==> config.mk <==
export PLATFORM = sky130hd
export DESIGN_NAME = dcache_clr_ctrl
export DESIGN_NICKNAME = d
export VERILOG_FILES = /design/src/rtl/dcache_clr_ctrl_pkg.sv /design/src/rtl/dcache_clr_ctrl.sv
export SDC_FILE = /design/constraint.sdc
export NUM_CORES = 1
export LEC_CHECK = 0
export CAP_MARGIN = 5
export CELL_PAD_IN_SITES_DETAIL_PLACEMENT = 1
export CELL_PAD_IN_SITES_GLOBAL_PLACEMENT = 1
export CORE_ASPECT_RATIO = 1.75
export CORE_MARGIN = 1.5
export CORE_UTILIZATION = 40
export CTS_BUF_LIST = sky130_fd_sc_hd__clkbuf_8
export DETAILED_ROUTE_END_ITERATION = 16
export PLACE_DENSITY = 0.79
export RECOVER_POWER = 25
export SETUP_SLACK_MARGIN = 0.2
export SLEW_MARGIN = 20
export SYNTH_ARGS = -nofsm -noshare
export SYNTH_HDL_FRONTEND = slang
export SYNTH_SLANG_ARGS = --single-unit
==> constraint.sdc <==
create_clock -name clk_i -period 3.1 [get_ports clk_i]
set_input_delay 0.31 -clock clk_i [delete_from_list [all_inputs] [get_ports clk_i]]
set_output_delay 0.31 -clock clk_i [all_outputs]
set_load 0.01 [all_outputs]
==> src/rtl/dcache_clr_ctrl_pkg.sv <==
// Shared types and helpers for the dcache tag-store clear controller.
package dcache_clr_ctrl_pkg;

    // Command opcodes as presented by the CSR unit
    typedef enum logic [1:0] {
        CLR_OP_ALL   = 2'b00,
        CLR_OP_LINE  = 2'b01,
        CLR_OP_RANGE = 2'b10,
        CLR_OP_RSV   = 2'b11
    } dcache_clr_op_e;

    // Controller states
    typedef enum logic [2:0] {
        ST_IDLE     = 3'd0,
        ST_WAIT     = 3'd1,
        ST_CLR_ALL  = 3'd2,
        ST_CLR_LINE = 3'd3,
        ST_DONE     = 3'd4
    } dcache_clr_state_e;

    // Bytes per cache line for a given log2(words per line)
    function automatic int unsigned line_bytes(input int unsigned word_sel);
        return 32'd1 << (word_sel + 32'd2);
    endfunction

    // Line size of the default configuration (16 words of 4 bytes)
    localparam int unsigned LINE_BYTES_DEF = 64;

endpackage

==> src/rtl/dcache_clr_ctrl.sv <==
// CSR-side initiator for dcache tag-store invalidation.
// Accepts all/line/range invalidate commands, waits for the cache pipeline
// to go idle, and emits clear_all / clear_line strobes broadcast to every way.
//
// state       | meaning
// ------------+-------------------------------------------------------------
// ST_IDLE     | ready for a command
// ST_WAIT     | command captured, waiting for the pipeline to drain
// ST_CLR_ALL  | clear_all_o strobe is on the wire this cycle
// ST_CLR_LINE | walking lines; strobes issued whenever the pipeline is idle
// ST_DONE     | done_o (and err_o for a reserved op) pulse this cycle
module dcache_clr_ctrl
    import dcache_clr_ctrl_pkg::*;
#(
    parameter int unsigned AWT       = 32,
    parameter int unsigned WORD_SEL  = 4,
    parameter int unsigned ENTRY_SEL = 7,
    parameter int unsigned LEN_WT    = 16
) (
    input  logic              clk_i,
    input  logic              rst_i,
    input  logic              cmd_vld_i,
    output logic              cmd_rdy_o,
    input  logic [1:0]        cmd_op_i,
    input  logic [AWT-1:0]    cmd_addr_i,
    input  logic [LEN_WT-1:0] cmd_len_i,
    input  logic              pipe_idle_i,
    output logic              clear_all_o,
    output logic              clear_line_o,
    output logic [AWT-1:0]    clear_addr_o,
    output logic              busy_o,
    output logic              done_o,
    output logic              err_o
);

    localparam int unsigned       ENTRY_NUM = 1 << ENTRY_SEL;
    localparam logic [AWT-1:0]    LINE_INC  = AWT'(line_bytes(WORD_SEL));
    localparam logic [AWT-1:0]    OFS_MASK  = LINE_INC - AWT'(1);
    localparam logic [LEN_WT-1:0] LEN_ALL   = LEN_WT'(ENTRY_NUM);

    dcache_clr_state_e r_state;
    logic              r_cmd_rdy;
    logic              r_clear_all;
    logic              r_clear_line;
    logic [AWT-1:0]    r_clear_addr;
    logic              r_busy;
    logic              r_done;
    logic              r_err;
    logic              r_all;
    logic [AWT-1:0]    r_addr;
    logic [LEN_WT-1:0] r_cnt;

    dcache_clr_op_e    w_op;
    logic              w_accept;
    logic              w_is_all;
    logic              w_is_nop;
    logic              w_is_rsv;
    logic [LEN_WT-1:0] w_len_norm;
    logic [AWT-1:0]    w_addr_aligned;
    logic              w_issue;

    assign w_op           = dcache_clr_op_e'(cmd_op_i);
    assign w_accept       = cmd_vld_i & r_cmd_rdy;
    assign w_addr_aligned = cmd_addr_i & ~OFS_MASK;

    // Fold the four opcodes into "whole cache", "N lines", "nothing" or "reserved"
    always_comb begin
        w_is_all   = 1'b0;
        w_is_nop   = 1'b0;
        w_is_rsv   = 1'b0;
        w_len_norm = '0;
        case (w_op)
            CLR_OP_ALL: begin
                w_is_all = 1'b1;
            end
            CLR_OP_LINE: begin
                w_len_norm = LEN_WT'(1);
            end
            CLR_OP_RANGE: begin
                if (cmd_len_i == '0) begin
                    w_is_nop = 1'b1;
                end else if (cmd_len_i >= LEN_ALL) begin
                    // Covering every set is cheaper as a single clear-all
                    w_is_all = 1'b1;
                end else begin
                    w_len_norm = cmd_len_i;
                end
            end
            default: begin
                w_is_rsv = 1'b1;
            end
        endcase
    end

    // A line strobe goes out on every pipeline-idle edge while lines remain;
    // the first one is launched straight from WAIT so it lands at accept+2.
    assign w_issue = pipe_idle_i &
                     (((r_state == ST_WAIT) & ~r_all) |
                      ((r_state == ST_CLR_LINE) & (r_cnt != '0)));

    // Controller FSM with registered handshake, strobe and status outputs
    always_ff @(posedge clk_i or posedge rst_i) begin
        if (rst_i) begin
            r_state      <= ST_IDLE;
            r_cmd_rdy    <= 1'b1;
            r_clear_all  <= 1'b0;
            r_clear_line <= 1'b0;
            r_busy       <= 1'b0;
            r_done       <= 1'b0;
            r_err        <= 1'b0;
            r_all        <= 1'b0;
        end else begin
            r_clear_all  <= 1'b0;
            r_clear_line <= w_issue;
            r_done       <= 1'b0;
            r_err        <= 1'b0;
            case (r_state)
                ST_IDLE: begin
                    if (w_accept) begin
                        r_cmd_rdy <= 1'b0;
                        r_busy    <= 1'b1;
                        r_all     <= w_is_all;
                        if (w_is_rsv || w_is_nop) begin
                            r_state <= ST_DONE;
                            r_done  <= 1'b1;
                            r_err   <= w_is_rsv;
                        end else begin
                            r_state <= ST_WAIT;
                        end
                    end
                end
                ST_WAIT: begin
                    if (pipe_idle_i) begin
                        if (r_all) begin
                            r_state     <= ST_CLR_ALL;
                            r_clear_all <= 1'b1;
                        end else begin
                            r_state <= ST_CLR_LINE;
                        end
                    end
                end
                ST_CLR_ALL: begin
                    r_state <= ST_DONE;
                    r_done  <= 1'b1;
                end
                ST_CLR_LINE: begin
                    // Count reaching zero means the last strobe is on the wire now
                    if (r_cnt == '0) begin
                        r_state <= ST_DONE;
                        r_done  <= 1'b1;
                    end
                end
                ST_DONE: begin
                    r_state   <= ST_IDLE;
                    r_cmd_rdy <= 1'b1;
                    r_busy    <= 1'b0;
                end
                default: begin
                    r_state   <= ST_IDLE;
                    r_cmd_rdy <= 1'b1;
                    r_busy    <= 1'b0;
                end
            endcase
        end
    end

    // Line address walker: load on accept, present and advance on each strobe
    always_ff @(posedge clk_i or posedge rst_i) begin
        if (rst_i) begin
            r_addr       <= '0;
            r_cnt        <= '0;
            r_clear_addr <= '0;
        end else if (w_accept) begin
            r_addr <= w_addr_aligned;
            r_cnt  <= w_len_norm;
        end else if (w_issue) begin
            r_clear_addr <= r_addr;
            r_addr       <= r_addr + LINE_INC;
            r_cnt        <= r_cnt - LEN_WT'(1);
        end
    end

    assign cmd_rdy_o    = r_cmd_rdy;
    assign clear_all_o  = r_clear_all;
    assign clear_line_o = r_clear_line;
    assign clear_addr_o = r_clear_addr;
    assign busy_o       = r_busy;
    assign done_o       = r_done;
    assign err_o        = r_err;

endmodule
==> results by group, run 1 <==
Outcome
  • Result of the run: finished, violations left
  • Violations in the final reports: max-capacitance violations, max-slew violations

Route
  • Via-to-Cell Ratio: 5.858
  • Remaining antenna violation count: 0
  • Wl on met1: 4517 µm
  • Average wire length per cell after detail routing: 18.45 µm
  • Count of routing violations after the opening detailed-route iteration: 132
  • Via Count: 3,620
  • WL met3: 368 µm
  • First-pass iteration count of the detailed router: 4
  • Uppermost layer routed: met4
  • Wire length reported by the detailed router: 11,400 µm
  • Post-route DRC: 0
  • Wire length on met2: 6196 µm

Logic synthesis
  • Most numerous cell in the Yosys netlist: dfrtp_1
  • Synth top cells by count: dfrtp_1 (77), nor2_1 (35), nand2_1 (29)
  • Leading post-synthesis cells by cell area: dfrtp_1 (46%), mux2_2 (7.0%), nor2_1 (3.1%), a31oi_1 (2.7%), nand2_1 (2.6%)
  • Distinct cell type count of the synthesized netlist: 65
  • Yosys top cell by area: dfrtp_1
  • Count of flip-flops with a built-in enable after synthesis: 0
  • Share of the synthesized area in the top cell type: 0.4581
  • Synth warnings: 0
  • Proportion of synthesized flip-flops having asynchronous set or reset: 1.000
  • Synthesized area divided by synthesized cell count: 10.21 µm²
  • Part of the Yosys area used for sequential elements: 0.4643
  • Commonest register cell after synthesis: dfrtp_1
  • Synthesized flop and latch total: 78
  • Combined area of all synthesized cells: 4207 µm²
  • Count of mapped cells out of synthesis: 412

Clock tree
  • Master cell of the clock root buffer: clkbuf_8
  • Total clock buffers created by CTS: 9
  • H-tree Lvls: 3
  • Clock sink total: 78
  • Number of resized instances in the post-cts repair step: 0
  • Setup Fix Bufs, Post-CTS: 0
  • Clock tree from TritonCTS: built
  • Clock slew at reported path FFs: 0.08 ns
  • Hold buffers post-CTS: 0
  • CTS Buffer Depth: 2
  • Worst-Skew Late Latency: 0.35 ns

Finish
  • Net total in the final layout: 548
  • Area delta synth->final: 24.36%
  • Fraction of final layout cells sized beyond drive strength 1: 0.1303
  • Number of fill cells: 1,135
  • Final Core Density: 0.5109
  • Post-route cell area: 5231 µm²
  • # diodes: 0

STA
  • Clock skew: 0.01000 ns
  • Unrepaired setup endpoints after global routing: no
  • Slew margin rel.: -0.3061
  • Number of hold violations in the final report: 0
  • Transition at the pin with the smallest max-transition slack: 1.959 ns
  • Final Critical Period: 2.514 ns
  • Slew Viols, Final: 79
  • Share of the clock period used by the worst path after layout: 0.8108
  • Setup Viol. Count Final: 0
  • Maximum clock frequency: 397.8 MHz
  • TNS Setup: 0 ns

Placed design
  • DP Wirelength: 8264 µm
  • Post-placement cell area: 5084 µm²
  • GP Congestion: 0.7732
  • Count of buffers inserted at the top-level ports: 79

Power
  • Worst vdd ir: 0.0003749 V
  • Power density relative to cell area: 895.6 nW/µm²
  • Static power due to leakage: 0.002075 µW
  • Post-layout power: 4685 µW

Floorplanning
  • Row cnt: 49
  • Area enclosed by the die boundary: 11,160 µm²
  • Placeable core region: 10,240 µm²
  • Ports placed on the boundary: 92
  • Initial cell density of the core: 0.4109
  • X dimension of the die: 80.52 µm
  • Height of the die: 138.7 µm

Run
  • Max_cap viols: 1

Global route
  • Initial antenna violation count: 0
  • Total congestion overflow: 0
  • First-pass GRT wire length: 19,120 µm
  • Maximum number of pins on one net before global-route repair: 79
  • Vias in the first global route: 3,808
  • Total GRT Usage: 0.2198

Hold path
  • Worst hold path cell count: 1
  • Hold Path Class: reg -> reg

Setup path
  • Required time at the worst-slack endpoint: 3.37 ns
  • Maximum fanout along the worst path: 4
  • Crit path DAT: 2.78 ns
  • Type of element capturing the critical path: flop
  • Worst Setup Start Kind: flop
  • Reg2Reg Depth: 7
  • Start-to-end type of the worst setup path: reg -> reg
cell families (layout without fill, tap and decap cells):
| logic type | count (synthesis) | in the layout | synth area share |
|---|---|---|---|
| other | 1 | 6 | 0.0008915 |
| AND/OR/NAND/NOR | 165 | 165 | 0.2237 |
| adder cells (fa/ha/maj) | 6 | 6 | 0.01785 |
| buffers and inverters | 38 | 112 | 0.04789 |
| multiplexers | 29 | 29 | 0.07674 |
| flip-flops | 78 | 78 | 0.4643 |
| XOR/XNOR | 9 | 9 | 0.01874 |
| AO/OA/AOI/OAI | 86 | 86 | 0.1499 |
state kept, by name (all words and copies together) (netlist names):
register	count
r_addr	26
clear_all_o	1
busy_o	1
done_o	1
cmd_rdy_o	1
r_cnt	16
clear_line_o	1
r_all	1
clear_addr_o	26
r_state	3
err_o	1
area by class of cell:
class	count	area, µm²	area share
multi-input cells	301	2071	0.3958
clock buffers	10	137.6	0.02631
inverters	12	45.04	0.008610
clock inverters	4	25.02	0.004784
repair buffers	86	840.8	0.1607
flip-flops and latches	78	1953	0.3734
well taps	127	158.9	0.03038
routing by layer:
metal  global-route usage  vias up
met4              0.09347        0
li1                     -     1677
met1               0.2552     1831
met5                    0        -
met2               0.3936       88
met3              0.02829       24
placed cells by master, fill, tap and decap left out, drive strengths merged, types with 3 or more instances in the layout:
cell	count
a2111oi	6
a211o	4
a211oi	4
a21o	3
a21oi	14
a2bb2oi	3
a31oi	18
and2	7
and3	4
and4	7
buf	6
clkbuf	11
clkdlybuf4s50	78
clkinv	3
conb	6
dfrtp	77
ha	6
inv	11
mux2	26
mux2i	3
nand2	30
nand2b	4
nand3	15
nand4	11
nor2	36
nor3	7
nor3b	4
nor4	11
o21ai	9
o2bb2ai	3
o31ai	9
or3	7
or4	12
xnor2	9
power by group:
group	internal, µW	switching [µW]	leakage, µW	total, µW
registers	1480	493	0.000949	1970
clock network	301	373	0.0000800	674
logic	1040	1000	0.00105	2040
total	2820	1870	0.00207	4680
worst paths after layout:
path	start	end	slack [ns]
setup / recovery	r_cnt[0]	r_addr[25]	0.59
min in group asynchronous	rst_i	clear_addr_o[29]	1.11
setup reg to reg	r_cnt[0]	r_addr[25]	0.59
max in group asynchronous	rst_i	r_cnt[7]	0.85
hold / removal	clear_addr_o[16]	clear_addr_o[16]	0.51
hold reg to reg	clear_addr_o[16]	clear_addr_o[16]	0.51
per-stage QoR:
stage                     setup slack (ns)  hold slack (ns)  cells
after floorplan                     0.7966           0.4257    417
after global placement              0.6111           0.4891    604
after detailed placement            0.5831           0.4971    604
after CTS                           0.5912           0.3832    618
after global routing                0.4358           0.5259    618
final                               0.5864           0.5097    618
critical path: stages, from the launching register on:
cell,delay (ns)
dfrtp_1,0.38
inv_1,0.09
ha_1,0.24
or4b_2,0.67
nor4_2,0.41
a211oi_1,0.26
a21bo_2,0.25
a31oi_1,0.15
No activity file was read; power rests on OpenSTA's default activity.
==> run 2: changes to the inputs <==
Settings changed: CORE_UTILIZATION 40 to 36, PLACE_DENSITY 0.79 to 0.75.
Clock period 3.1 ns to 2.1 ns, I/O delays scaled along.
==> results by group, run 2 (same netlist as run 1, synthesis figures left out) <==
Route
  • Count of routing violations after the opening detailed-route iteration: 265 (+100%)
  • Via-to-Cell Ratio: 5.813 (-0.77%)
  • Remaining antenna violation count: 0 (unchanged)
  • Average wire length per cell after detail routing: 22.77 µm (+23%)
  • Post-route DRC: 0 (unchanged)
  • First-pass iteration count of the detailed router: 4 (unchanged)
  • Wire length reported by the detailed router: 16,170 µm (+42%)
  • Via Count: 4,127 (+14%)

STA
  • Share of the clock period used by the worst path after layout: 1.029 (+0.2180)
  • Setup Viol. Count Final: 3 (+3)
  • Number of hold violations in the final report: 0 (unchanged)
  • Final worst setup slack: -0.06062 ns (-0.6470 ns)
  • TNS Setup: -0.09638 ns (-0.09638 ns)
  • Transition at the pin with the smallest max-transition slack: 0.9709 ns (-0.9882 ns)
  • Slew margin rel.: 0.3492 (+0.6552)
  • Clock skew: 0.01579 ns (+0.005793 ns)
  • Final Critical Period: 2.161 ns (-0.3530 ns)
  • Unrepaired setup endpoints after global routing: yes
  • Slew Viols, Final: 0 (-100%)
  • Maximum clock frequency: 462.8 MHz (+16%)

Floorplanning
  • Initial cell density of the core: 0.3674 (-0.04350)
  • Ports placed on the boundary: 92 (unchanged)
  • Row cnt: 52 (+6.1%)
  • X dimension of the die: 84.72 µm (+5.2%)
  • Placeable core region: 11,450 µm² (+12%)
  • Area enclosed by the die boundary: 12,370 µm² (+11%)
  • Height of the die: 146 µm (+5.3%)

Setup path
  • Required time at the worst-slack endpoint: 2.38 ns (-0.99 ns)
  • Type of element capturing the critical path: flop
  • Reg2Reg Depth: 8 (+1)
  • Crit path DAT: 2.44 ns (-0.34 ns)
  • Worst R2R Setup Slack: -0.06 ns (-0.65 ns)
  • Worst Setup Start Kind: flop
  • Critical register-to-register path startpoint: r_cnt[0]
  • Maximum fanout along the worst path: 6 (+2)
  • Start-to-end type of the worst setup path: reg -> reg
  • Endpoint of the most critical register-to-register path: r_addr[17]

Finish
  • Area delta synth->final: 61.51%
  • Final Core Density: 0.5933 (+0.08238)
  • Top library cells by usage in the layout, fill and taps aside: clkdlybuf4s50_1 (78), dfrtp_1 (73), buf_4 (62)
  • # diodes: 0 (unchanged)
  • Net total in the final layout: 630 (+15%)
  • Most common library cell in the layout ignoring fill and taps: clkdlybuf4s50_1
  • Fraction of final layout cells sized beyond drive strength 1: 0.3843 (+0.2540)

Placed design
  • DP Wirelength: 9652 µm (+17%)
  • Count of buffers inserted at the top-level ports: 79 (unchanged)
  • GP Congestion: 0.8358 (+8.1%)

Clock tree
  • Clock sink total: 78 (unchanged)
  • Total clock buffers created by CTS: 9 (unchanged)
  • H-tree Lvls: 3 (unchanged)
  • Master cell of the clock root buffer: clkbuf_8
  • Clock slew at reported path FFs: 0.08 ns (about the same)
  • CTS Buffer Depth: 2 (unchanged)
  • Worst-Skew Late Latency: 0.38 ns (+0.03 ns)
  • Clock tree from TritonCTS: built

Global route
  • Maximum number of pins on one net before global-route repair: 31 (-61%)
  • Total GRT Usage: 0.2473 (+0.02752)
  • First-pass GRT wire length: 23,970 µm (+25%)
  • Total congestion overflow: 0 (unchanged)
  • Initial antenna violation count: 0 (unchanged)
  • Vias in the first global route: 4,539 (+19%)

Hold path
  • Hold Path Sink: r_addr[31]
  • Hold Path Class: in -> reg
  • Startpoint of the worst hold path: cmd_addr_i[31]
  • Worst hold path cell count: 3 (+2)

Run
  • Max_cap viols: 0 (-1)

Outcome
  • Result of the run: finished, violations left
  • Violations in the final reports: negative setup slack

Power
  • Static power due to leakage: 0.002780 µW (+34%)
  • Worst vdd ir: 0.0007172 V (+91%)
  • Power density relative to cell area: 1432 nW/µm² (+60%)
run 2: cell type report:
class / instances / area [µm²]
repair inverters: 1 / 16.27
clock inverters: 6 / 85.08
flip-flops and latches: 78 / 1958
well taps: 135 / 168.9
inverters: 12 / 58.81
fillers: 1211 / 4657
clock buffers: 10 / 137.6
repair buffers: 167 / 1679
multi-input cells: 301 / 2690
run 2: routing by layer:
metal  track usage  up-vias  routed length [µm]
met5             0        -                   0
met1        0.2785     2115                6012
met2        0.4484      127                8976
met4        0.1185        0                 651
met3       0.03573       45                 526
li1              -     1840                   -
run 2: report_power, final:
| part | internal [µW] | switching, µW | leakage, µW |
|---|---|---|---|
| Sequential | 2190 | 677 | 0.000943 |
| Clock | 701 | 622 | 0.000114 |
| Combinational | 2930 | 2610 | 0.00172 |
run 2: critical path, stage by stage (launching register included):
cell	delay, ns
dfrtp_1	0.39
inv_2	0.08
ha_4	0.17
nor3b_4	0.15
and4_4	0.16
o21a_4	0.27
buf_12	0.15
or4_1	0.48
a31oi_1	0.22
run 2: worst max path at each step:
stage / endpoint / depth (start not counted) / from / slack, ns
CTS: r_addr[25] / 8 / r_cnt[1] / -0.02
floorplan: clear_addr_o[19] / 9 / r_cnt[0] / 0.02
detailed placement: r_addr[25] / 8 / r_cnt[1] / -0.19
global route: r_addr[17] / 8 / r_cnt[0] / -0.11
global placement: r_addr[25] / 8 / r_cnt[1] / -0.16
finish: r_addr[17] / 8 / r_cnt[0] / -0.06
run 2: timing repair:
item,in CTS,in global routing
buffers inserted,19,9
hold buffers,0,0
gates cloned,4,1
gates resized for setup,75,55
pin swaps,45,31
setup endpoints to repair,68,73
run 2: metrics by stage:
step | std cells | hold WS [ns] | total power [µW] | area (µm²) | setup slack [ns]
4_1_cts | 700 | 0.2372 | 8926 | 6434 | -0.01934
6_report | 710 | 0.3982 | 9727 | 6794 | -0.06062
5_1_grt | 710 | 0.4204 | 10170 | 6794 | -0.1144
3_3_place_gp | 661 | 0.4939 | 6586 | 5665 | -0.1584
3_5_place_dp | 661 | 0.4979 | 6795 | 5665 | -0.1939
2_1_floorplan | 417 | 0.3257 | 4909 | 4372 | 0.01610
